<file path="src/rtl/fpga_cfg_pkg.sv">
// Shared constants, select encodings and FSM states for the configuration loader.
// The stream layout offsets are also used by the address decoder (and later readback).
package fpga_cfg_pkg;

    localparam int NUM_LUT   = 11;
    localparam int NUM_SB    = 20;
    localparam int WORD_W    = 32;
    localparam int CFG_WORDS = 2 * NUM_LUT + NUM_SB + 1;

    localparam logic [5:0] LUT_TT_BASE   = 6'd0;
    localparam logic [5:0] SB_BASE       = 6'd11;
    localparam logic [5:0] LUT_MODE_BASE = 6'd31;
    localparam logic [5:0] CSUM_IDX      = 6'd42;

    typedef enum logic [1:0] {
        CFG_SEL_LUT_TT = 2'd0,
        CFG_SEL_SB     = 2'd1,
        CFG_SEL_MODE   = 2'd2,
        CFG_SEL_NONE   = 2'd3
    } cfg_sel_e;

    typedef enum logic [1:0] {
        ST_IDLE = 2'd0,
        ST_LOAD = 2'd1,
        ST_DONE = 2'd2,
        ST_ERR  = 2'd3
    } cfg_state_e;

endpackage

</file>
<file path="src/rtl/cfg_addr_decode.sv">
// Maps a stream word counter onto target class, element index and payload flag.
// Purely combinational so the readback path can reuse the same map.
module cfg_addr_decode
    import fpga_cfg_pkg::*;
(
    input  logic [5:0] cnt,
    output logic [1:0] sel,
    output logic [4:0] idx,
    output logic       payload
);

    always_comb begin
        sel     = CFG_SEL_NONE;
        idx     = '0;
        payload = 1'b0;
        if (cnt < SB_BASE) begin
            sel     = CFG_SEL_LUT_TT;
            idx     = 5'(cnt - LUT_TT_BASE);
            payload = 1'b1;
        end else if (cnt < LUT_MODE_BASE) begin
            sel     = CFG_SEL_SB;
            idx     = 5'(cnt - SB_BASE);
            payload = 1'b1;
        end else if (cnt < CSUM_IDX) begin
            sel     = CFG_SEL_MODE;
            idx     = 5'(cnt - LUT_MODE_BASE);
            payload = 1'b1;
        end
    end

endmodule

</file>
<file path="src/rtl/fpga_config_loader.sv">
// Streams LUT/switch-box/mode configuration words into the fabric and checks a
// trailing XOR checksum; the fabric stays disabled unless the load ends cleanly.
//
// state   | meaning
// --------+----------------------------------------------------------
// IDLE    | after reset, waiting for start
// LOAD    | accepting words 0..42, issuing one write per payload word
// DONE    | checksum matched, fabric enabled, waiting for start
// ERR     | checksum mismatch, fabric disabled, waiting for start
module fpga_config_loader
    import fpga_cfg_pkg::*;
(
    input  logic        clock,
    input  logic        reset,
    input  logic        start,
    input  logic [31:0] in_data,
    input  logic        in_valid,
    output logic        in_ready,
    output logic        wr_en,
    output logic [1:0]  wr_sel,
    output logic [4:0]  wr_idx,
    output logic [31:0] wr_data,
    output logic        busy,
    output logic        done,
    output logic        err,
    output logic        fabric_en
);

    cfg_state_e  state_q;
    cfg_state_e  state_d;
    logic [5:0]  cnt_q;
    logic [31:0] acc_q;
    logic        accept;
    logic        is_csum;
    logic        csum_ok;
    logic [1:0]  dec_sel;
    logic [4:0]  dec_idx;
    logic        dec_payload;

    cfg_addr_decode u_decode (
        .cnt     (cnt_q),
        .sel     (dec_sel),
        .idx     (dec_idx),
        .payload (dec_payload)
    );

    assign accept  = in_valid & in_ready;
    assign is_csum = (cnt_q == CSUM_IDX);
    assign csum_ok = (in_data == acc_q);

    always_ff @(posedge clock) begin
        if (reset) begin
            state_q <= ST_IDLE;
        end else begin
            state_q <= state_d;
        end
    end

    always_comb begin
        state_d = state_q;
        case (state_q)
            ST_IDLE, ST_DONE, ST_ERR: begin
                if (start) begin
                    state_d = ST_LOAD;
                end
            end
            ST_LOAD: begin
                if (accept && is_csum) begin
                    state_d = csum_ok ? ST_DONE : ST_ERR;
                end
            end
            default: state_d = ST_IDLE;
        endcase
    end

    assign in_ready  = (state_q == ST_LOAD);
    assign busy      = (state_q == ST_LOAD);
    assign done      = (state_q == ST_DONE);
    assign err       = (state_q == ST_ERR);
    assign fabric_en = (state_q == ST_DONE);

    // Counter, checksum and registered write port; reset also kills any pending strobe.
    always_ff @(posedge clock) begin
        if (reset) begin
            cnt_q   <= '0;
            acc_q   <= '0;
            wr_en   <= 1'b0;
            wr_sel  <= '0;
            wr_idx  <= '0;
            wr_data <= '0;
        end else begin
            wr_en <= 1'b0;
            if (state_q != ST_LOAD) begin
                if (start) begin
                    cnt_q <= '0;
                    acc_q <= '0;
                end
            end else if (accept) begin
                if (dec_payload) begin
                    cnt_q   <= cnt_q + 6'd1;
                    acc_q   <= acc_q ^ in_data;
                    wr_en   <= 1'b1;
                    wr_sel  <= dec_sel;
                    wr_idx  <= dec_idx;
                    wr_data <= (dec_sel == CFG_SEL_MODE) ? {31'b0, in_data[0]} : in_data;
                end else begin
                    cnt_q <= '0;
                end
            end
        end
    end

endmodule
</file>
<file path="config.mk">
export PLATFORM = sky130hd
export DESIGN_NAME = fpga_config_loader
export DESIGN_NICKNAME = d
export VERILOG_FILES = /design/src/rtl/fpga_cfg_pkg.sv /design/src/rtl/cfg_addr_decode.sv /design/src/rtl/fpga_config_loader.sv
export SDC_FILE = /design/constraint.sdc
export NUM_CORES = 1
export LEC_CHECK = 0
export ABC_CLOCK_PERIOD_IN_PS = 3650
export BUFFER_PORTS_ARGS = -buffer_cell sky130_fd_sc_hd__buf_4
export CAP_MARGIN = 20
export CORE_MARGIN = 2
export CORE_UTILIZATION = 58
export DETAILED_ROUTE_END_ITERATION = 6
export HOLD_SLACK_MARGIN = 0.02
export PLACE_DENSITY = 0.84
export SYNTH_ARGS = -nofsm -noshare
export SYNTH_HDL_FRONTEND = slang
export SYNTH_SLANG_ARGS = --single-unit
</file>
<file path="constraint.sdc">
create_clock -name clock -period 3.65 [get_ports clock]
set_input_delay 0.1825 -clock clock [delete_from_list [all_inputs] [get_ports clock]]
set_output_delay 0.1825 -clock clock [all_outputs]
set_load 0.03 [all_outputs]
</file>
==> results.ini <==
[clock_network]
clockBufferDepth=2
postCtsHoldBufs=0
cts_sinks=80
cts_root_buf=clkbuf_8
clk_pin_slew_ns=0.08
clk-insertion-delay-late_ns=0.35
cts_made_buffers=9
cts_tree=done
htreeDepth=3
cts_setup_buffers=0
cts-resized-gates=0

[yosys]
synth_cell_types=43
syn_inst=409
synth-seq-area-share_pct=43.2
synth.ff_latch_count=80
synth.cell_area_um2=3710
syn-num-nets=447
ys_warn_count=0
syn_avg_cell_area_um2=9.07

[global_route]
grt_max_degree=81
grt_usage_pct=24.2
grt_pass1_wl_mm=14.0
antenna_found_initial=0
gr-total-overflow=0
grt_pass1_vias=3032

[sta]
layout_min_cycle_time_ns=2.50
finalWorstSetupSlack_ns=1.15
rsz0062_at_grt=false
slew_viol_final=0
slew-limit-headroom_pct=42.2
hold_violations=0
skew_ns=0.00615
worstMarginPinSlew_ns=0.868
fin_crit_sh_pct=68.5
setup-violations-final=0
fmax_ghz=0.400
tns_ns=0

[final_layout]
areaGrowthSynthToFinish_pct=21.7
layout_common_cells=buf_4 (85), dfxtp_1 (80), nor2_1 (45)
layout-drive-gt1-share_pct=25.4
utilization_pct=71.9
multiInputGateArea_um2=1940
insertedDiodeCount=0
seqCellArea_um2=1600
final_cells=550
final_common_cell=buf_4
fill_cells=487
final_nets=507

[outcome]
status=completed

[placed_design]
dp_worst_setup_slack_ns=1.20
place.gp.congestion=0.864
io_buffers=80
dp_cells=535
dp_hpwl_mm=5.54

[worst_setup_path]
cp_max_fo=36
cpPeakStageDelay_ns=0.64
crit_required_ns=3.86
rrSetupSlack_ns=1.15
end_kind=flop
r2r_end=acc_q[22]
rr_startpoint=cnt_q[2]
critPathArrivalTime_ns=2.71
r2r_cells=6
crit_chain=o21ai_1 -> a21boi_1 -> or2_2 -> buf_4 -> o211a_1 -> nor3_2
critPathLaunchType=flop
critPathSlowestCell=dfxtp_1
path_class=reg -> reg

[floorplan]
rows=29
core_um2=6280
die_y_um=84.0
start_util_pct=59.1
die_area_um2=7050
num_io_pins=81
die_x_um=84.0

[routing]
antenna_left=0
vias=3292
vias_per_cell=5.99
dr.pass1.iters=5
wire_per_inst_um=15.4
wirelength_mm=8.46
drt-initial-drc-count=205
drc_errors=0

[min_path]
hp-class=in -> reg
holdPathEnd=wr_data[14]
min_path_cells=3
hp-start=in_data[14]

[power]
power.leakage_nw=1.98
p_per_area_nw_per_um2=437
power_frac_clock_pct=38.9
pwr-share-comb_pct=13.9
p_seq_share_pct=47.2
p_int_mw=1.47
peakVddDrop_mv=0.260
switching_share_pct=25.6
switchingPower_mw=0.505

[job]
drv_cap=0

[worst max-delay path by stage]
stage / start / end / slack, ns / cells after the start
after global routing: cnt_q[2] / acc_q[27] / 0.96 / 6
final: cnt_q[2] / acc_q[22] / 1.15 / 6
after global placement: cnt_q[2] / acc_q[17] / 1.28 / 6
after CTS: cnt_q[2] / acc_q[22] / 1.19 / 6
after detailed placement: cnt_q[2] / acc_q[22] / 1.20 / 6
after floorplan: state_q[1] / acc_q[17] / 1.99 / 7
[synth_stat cells (all sizes together)]
library cell  count  area [um^2]
nor2b             2         12.5
or3b              1         8.76
a21boi            1         7.51
nor3b             2         15.0
nor4              3         18.8
mux2              1         11.3
nand3             4         20.0
a211oi            1         7.51
nand2            14         60.1
o21a              1         7.51
ha                2         25.0
o211ai            1         7.51
inv               3         11.3
o311a             1         10.0
dfxtp            80         1600
buf              19          110
o211a            33          330
a2bb2oi           1         8.76
a311o             1         10.0
nand4             9         56.3
nor2             46          173
and2b             1         8.76
a31oi             2         12.5
clkbuf           17         63.8
or2               1         6.26
a21oi            42          210
o21bai            1         7.51
and2              2         12.5
or3               1         6.26
xor2              1         8.76
nand2b            1         6.26
o221a             1         11.3
xnor2            34          298
a22oi            34          255
o21ba             1         10.0
nor3             41          265
o21ai             3         15.0
[per-stage QoR]
stage / instance area [um^2] / hold WS (ns) / total power, mW
2_1_floorplan: 3710 / 0.319 / 1.12
3_3_place_gp: 4280 / 0.446 / 1.22
3_5_place_dp: 4280 / 0.460 / 1.22
4_1_cts: 4520 / 0.0968 / 1.98
5_1_grt: 4520 / 0.0999 / 2.05
6_report: 4520 / 0.102 / 1.97
[power by group through the flow]
| stage | sequential, mW | combinational [mW] | clock [mW] |
|---|---|---|---|
| detailed placement | 0.952 | 0.273 | 0 |
| CTS | 0.932 | 0.275 | 0.776 |
| global route | 0.937 | 0.298 | 0.816 |
| finish | 0.932 | 0.274 | 0.767 |
| global placement | 0.950 | 0.269 | 0 |
| floorplan | 0.980 | 0.142 | 0 |
[flip-flops by register name (all words and copies together), names as in the netlist]
signal   count
wr_data     32
state_q      2
wr_en        1
acc_q       32
cnt_q        6
wr_idx       5
wr_sel       2
[area by class of cell]
cell class | count | area share [%]
Clock buffer | 9 | 2.74
Clock inverter | 6 | 2.41
Tap cell | 77 | 2.13
Multi-Input combinational cell | 290 | 42.9
Inverter | 3 | 0.249
Timing Repair Buffer | 85 | 14.1
Sequential cell | 80 | 35.5
[critical path: cells and delay by family, from the launching register on]
kind            cells  cell delay [ns]
simple gates        2             0.67
compound gates      3             0.65
flops               1             0.64
buf+inv             1             0.38
[layer usage]
metal / share of wire (%) / GRT usage, % / vias to the layer above
li1: - / - / 1600
met1: 45 / 32.4 / 1584
met2: 49 / 39.4 / 95
met3: 5.1 / 3.96 / 13
met4: 1.3 / 8.80 / 0
met5: 0 / 0 / -
[kinds of logic (layout without fill, tap and decap cells)]
| kind of cell | count (synthesis) | in the layout | synth area share, % |
|---|---|---|---|
| buffers and inverters | 39 | 103 | 4.99 |
| and+or+nand+nor | 128 | 128 | 18.0 |
| adders and majority gates | 2 | 2 | 0.674 |
| AOI/OAI and AO/OA | 124 | 124 | 24.6 |
| xor gates and xnor gates | 35 | 35 | 8.26 |
| muxes | 1 | 1 | 0.304 |
| DFF | 80 | 80 | 43.2 |
Power figures use the tool's default switching activity.
